--- src/rtl/proc_run_ctrl.sv ---
// Host-side run controller: pulses req to the processor, waits for done under a
// watchdog, and reports run length, timeout status and completed-run count.
module proc_run_ctrl #(
  parameter int unsigned CW      = 16,
  parameter int unsigned REQ_LEN = 1,
  parameter int unsigned TIMEOUT = 1000
) (
  input  logic          clk,
  input  logic          reset,
  input  logic          start,
  input  logic          done,
  output logic          req,
  output logic          busy,
  output logic          finished,
  output logic          timed_out,
  output logic [CW-1:0] cycles,
  output logic [7:0]    runs
);

  localparam int unsigned RW = (REQ_LEN > 1) ? $clog2(REQ_LEN) : 1;
  localparam logic [RW-1:0] RQ_LAST = RW'(REQ_LEN - 1);
  localparam logic [CW-1:0] CNT_MAX = CW'(TIMEOUT);

  typedef enum logic [1:0] {
    IDLE = 2'd0,
    REQ  = 2'd1,
    WAIT = 2'd2,
    FIN  = 2'd3
  } state_t;

  state_t        state, state_d;
  logic [CW-1:0] cnt, cnt_d;
  logic [RW-1:0] rq, rq_d;
  logic          req_d, busy_d, finished_d, timed_out_d;
  logic [CW-1:0] cycles_d;
  logic [7:0]    runs_d;

  // State and registered outputs
  always_ff @(posedge clk or negedge reset) begin
    if (!reset) begin
      state     <= IDLE;
      cnt       <= '0;
      rq        <= '0;
      req       <= 1'b0;
      busy      <= 1'b0;
      finished  <= 1'b0;
      timed_out <= 1'b0;
      cycles    <= '0;
      runs      <= '0;
    end else begin
      state     <= state_d;
      cnt       <= cnt_d;
      rq        <= rq_d;
      req       <= req_d;
      busy      <= busy_d;
      finished  <= finished_d;
      timed_out <= timed_out_d;
      cycles    <= cycles_d;
      runs      <= runs_d;
    end
  end

  // Next-state and next-output logic
  always_comb begin
    state_d     = state;
    cnt_d       = cnt;
    rq_d        = rq;
    req_d       = req;
    timed_out_d = timed_out;
    cycles_d    = cycles;
    runs_d      = runs;

    case (state)
      IDLE: begin
        if (start) begin
          state_d     = REQ;
          cnt_d       = '0;
          rq_d        = '0;
          req_d       = 1'b1;
          timed_out_d = 1'b0;
        end
      end
      REQ: begin
        // done may still be high from the previous program, so it is not looked at here
        cnt_d = cnt + 1'b1;
        if (rq == RQ_LAST) begin
          state_d = WAIT;
          req_d   = 1'b0;
        end else begin
          rq_d = rq + 1'b1;
        end
      end
      WAIT: begin
        if (done) begin
          cycles_d = cnt;
          runs_d   = runs + 8'd1;
          state_d  = FIN;
        end else if (cnt == CNT_MAX) begin
          cycles_d    = CNT_MAX;
          timed_out_d = 1'b1;
          state_d     = FIN;
        end else begin
          cnt_d = cnt + 1'b1;
        end
      end
      FIN: begin
        state_d = IDLE;
      end
      default: begin
        state_d = IDLE;
      end
    endcase

    busy_d     = (state_d != IDLE);
    finished_d = (state_d == FIN);
  end

endmodule

--- config.mk ---
export PLATFORM = sky130hd
export DESIGN_NAME = proc_run_ctrl
export DESIGN_NICKNAME = d
export VERILOG_FILES = /design/src/rtl/proc_run_ctrl.sv
export SDC_FILE = /design/constraint.sdc
export NUM_CORES = 1
export LEC_CHECK = 0
export ABC_CLOCK_PERIOD_IN_PS = 2850
export BUFFER_PORTS_ARGS = -buffer_cell sky130_fd_sc_hd__buf_2
export CAP_MARGIN = 10
export CORE_ASPECT_RATIO = 1.25
export CORE_UTILIZATION = 40
export CTS_BUF_LIST = sky130_fd_sc_hd__clkbuf_16
export DETAILED_ROUTE_END_ITERATION = 16
export GPL_TIMING_DRIVEN = 0
export PLACE_DENSITY = 0.69
export SLEW_MARGIN = 20
export SYNTH_ARGS = -nofsm -noshare
export SYNTH_HDL_FRONTEND = slang
export SYNTH_SLANG_ARGS = --single-unit
--- constraint.sdc ---
create_clock -name clk -period 2.85 [get_ports clk]
set_input_delay 0.57 -clock clk [delete_from_list [all_inputs] [get_ports clk]]
set_output_delay 0.57 -clock clk [all_outputs]
set_load 0.02 [all_outputs]
# --- Word level (Yosys, flattened, before mapping) ---
# Cells that the tools add are included.
word_totals:
  reg_bits: 47
  in_bits: 4
  word_cells: 54
classes:
  addsub: 3
  n_eq_ne: 10
  mux: 20
  reduce_logical: 12
ops:
  columns: ["cell", "n"]
  rows:
  - ["$mux W16", 5]
  - ["$pmux W16 S3", 1]
  - ["$add A16 B1 Y16 const B", 1]
  - ["$eq A16 B10 Y1 const B", 1]
  - ["$ne A2 B2 Y1 const B", 5]
  - ["$add A8 B1 Y8 const B", 1]
  - ["$mux W2", 4]
  - ["$pmux W2 S4", 1]
  - ["$reduce_and A4 Y1", 2]
  - ["$reduce_bool A2 Y1", 4]
  - ["$eq A2 B2 Y1 const B", 3]
  - ["$mux W1", 6]
  - ["$pmux W1 S2", 3]
  - ["$reduce_and A2 Y1", 3]
  - ["$reduce_and A3 Y1", 1]
  - ["$reduce_bool A3 Y1", 1]
  - ["$eq A2 B1 Y1 const B", 1]
  - ["$logic_not A2 Y1", 1]
  - ["$add A1 B1 Y1 const B", 1]

# --- Longest topological paths before layout ---
depth:
  word_depth: 5
  mapped_depth: 9

# --- Least setup slack after synthesis ---
# Ideal clock, no wire load.
synth_path:
  path_type: "register to register"
  from: "register state[0]"
  to: "register cnt[7]"
  setup_time_ns: 0.129
  t_arrival_ns: 1.705
  t_required_ns: 2.721
  slack_ns: 1.016
  path_stages_with_launch: 10
  n_path_buf: 2
  period_less_slack_ns: 1.834
  path_cell_list: "dfrtp_1 inv_1 ha_1 and2_1 buf_2 nor3_2 nand2_1 buf_8 o21ai_0 o41ai_1"
synth_between:
  elab_chain_len: 3
  word_cells_on_any_way: 9
  cone_classes: "5 x eq/ne; 1 x mux; 3 x reduce/logical"
synth_lines:
  columns: ["item", "line_no", "source"]
  rows:
  - ["from (decl)", "31", "state_t state, state_d;"]
  - ["from (signal assigned)", "51", "state <= state_d;"]
  - ["$eq A2 B2 Y1, or another cell as far along", "73", "case (state)"]
  - ["$ne A2 B2 Y1 (no source line) or $reduce_bool A3 Y1 (tied branches)", null, null]
  - ["$reduce_and A4 Y1 (no source line)", null, null]
  - ["to (signal assigned)", "52", "cnt <= cnt_d;"]
  - ["to (decl)", "32", "logic [CW-1:0] cnt, cnt_d;"]
# Several ways; a longest one is shown, not always the timed one.
# A chain may end at the register's enable or synchronous reset.

# --- Worst setup path after layout ---
layout_path:
  from: "register state[0]"
  to: "register cnt[8]"
# Same word-level chain as after synthesis.

==> run metrics <==
synth unique cells 40; Die H 85.4 µm; share of cells above drive strength 1 0.210; final antenna-violating net count 0; final layout net count 277; DRT Pass-1 Iters 4; crit-path max FO 10; cell taking the most area after synthesis dfrtp_1; Std-Cell Rows 30; sequential fraction of the synthesis area 0.517; via/cell ratio 5.40; peak supply drop 0.306 mV; pwr dens approximately 1000 mW/mm²; Post-synth top cells dfrtp_1 (46), nand2_1 (31), o21ai_0 (18); Total GRT Usage 0.187; Slew @ Worst Pin 572 ps; Pins Over Slew Limit 0; CTS tree yes; critical path startpoint category register; Yosys top cell area share 0.517; syn_area_per_cell slightly below 10 µm²; Synth async-reset ratio 1.00; Max Cap Viol 0; hold bufs inserted after CTS 0; # clock sinks 46; Top-Level Pins 32; Reg clk slew, reported paths 70 ps; Hold Crit Class in -> async; most common cell in the synthesized netlist dfrtp_1; relative slew slack 0.618; core area between 0.005 and 0.006 mm²; GP Congestion between 0.8 and 0.9; R2R cell count 9; CTS Buffer Depth 2; status completed; cts bufs inserted 5; post-DP HPWL 3430 µm; Root Driver clkbuf_16; R2R Setup Slk 460 ps; Port Buffers 31; Worst setup startpoint state[0]$_DFF_PN0_; Finish-stage setup viols 0; first-pass GRT wire length 8060 µm; initial core utilization 0.412; synth warn 0; final wirelength 4870 µm; diode count 0; Post-CTS Setup Bufs 0; Post-synth EDFFs 0; critical path class reg -> reg; mapped cell area 0.00223 mm²; Area Overhead vs Synth 17.4%; Fmax between 0.4 and 0.5 GHz; Final Hold Fails 0; initial antenna violation count 0; die footprint 0.00587 mm²; capture point of the worst path cnt[8]$_DFFE_PN0P_; largest net degree at the start of global routing 47; endpoint of the lowest-slack register-to-register path cnt[8]$_DFFE_PN0P_; CP arrival between 2000 and 3000 ps; DR DRC count 0; Yosys reg bits 46; unrepaired setup endpoints after global routing no; crit path time final ~2400 ps; Layout fillers 527; CP endpoint kind register; worst clock skew approximately 7.5 ps; crit share post-route 0.838; Seq. cell area 0.00115 mm²; reg2reg start state[0]$_DFF_PN0_; largest cells by area after synthesis dfrtp_1 (52%), nand2_1 (5.2%), o21ai_0 (4.0%); H-Tree Depth 2; setup TNS 0 ps; multi-input combinational cell area approximately 960 µm²; GRT overflow 0; DR vias 1,787; clk_lat worst skew 290 ps; die width 68.7 µm; vias in the first global route 1,751; CTS resizes 0; top_reg_cell synth dfrtp_1; CP Data Required Time 3010 ps; initial drt markers 104; Pleak 0.00122 µW; fin util 0.484; post-synthesis cell count 228; syn_nets between 200 and 250; routed wire length per instance 14.7 µm
## final cells by class
cell class / instances / share of cell area
repair buffers: 31 / 0.0603
clock buffers: 5 / 0.0479
flip-flops and latches: 46 / 0.440
clock inverters: 3 / 0.00910
inverters: 9 / 0.0129
well taps: 64 / 0.0306
plain buffers: 14 / 0.0311
multi-input cells: 159 / 0.368
## power breakdown
part	switching, µW	total [µW]	internal, µW
clock	258	585	328
combinational	693	1090	393
sequential	105	905	801
## metal layers
layer / share of wire / track usage
met5: 0 / 0
met4: 0.021 / 0.0816
met3: 0.038 / 0.0417
met2: 0.53 / 0.327
met1: 0.41 / 0.210
## critical path, cell delays in order (launching register included)
cell and delay [ps]:
dfrtp_1 400, inv_1 120, ha_1 280, and2_1 170
buf_2 170, nor3_2 250, nand2_1 280, buf_8 230
o21ai_0 220, o31ai_1 120
## per-stage QoR
step                      instances  worst slack, ps  cell area (µm²)  hold WS (ps)  power (µW)
final                           331              463             2610           268        2580
after global routing            331              346             2610           329        2750
after CTS                       331              493             2610           487        2600
after detailed placement        323              576             2460           474        2010
after global placement          323              605             2460           458        1980
after floorplan                 228             1020             2230           274        1680
## layout by cell type, fill, tap and decap left out, types with 2 or more instances in the layout
cell,count
nor2_1,16
o21ai_0,18
o31ai_1,7
a31oi_1,2
nand4_1,8
clkbuf_1,4
ha_1,7
o21ai_2,2
nand3_1,14
dfrtp_1,46
and3_1,3
or3_1,4
nand2_1,31
buf_4,4
clkbuf_16,5
xnor2_1,7
o41ai_1,3
inv_1,9
nor4bb_1,2
a21oi_1,12
buf_2,35
clkinvlp_4,2
o21a_1,3
and2_1,4
## sequential cells by signal (all words and copies together) (netlist names)
register	flops
busy	1
cnt	16
cycles	16
finished	1
req	1
runs	8
state	2
timed_out	1
## cells by family (layout without fill, tap and decap cells)
group / after synthesis / in the layout / synth area share
fa+ha+maj: 7 / 7 / 0.0393
flops: 46 / 46 / 0.517
compound gates: 51 / 51 / 0.147
xor+xnor: 7 / 7 / 0.0275
buf+inv: 23 / 62 / 0.0517
simple gates: 93 / 93 / 0.213
mux: 1 / 1 / 0.00449
## how the worst min path moves through the flow
stage | start | end | slack (ps) | cells past startpoint
finish | reset | busy$_DFF_PN0_ | 270 | 1
global route | reset | finished$_DFF_PN0_ | 330 | 1
CTS | reset | busy$_DFF_PN0_ | 490 | 1
global placement | runs[7]$_DFFE_PN0P_ | runs[7]$_DFFE_PN0P_ | 460 | 1
floorplan | reset | busy$_DFF_PN0_ | 270 | 0
detailed placement | runs[7]$_DFFE_PN0P_ | runs[7]$_DFFE_PN0P_ | 470 | 1
Power figures use the tool's default switching activity.
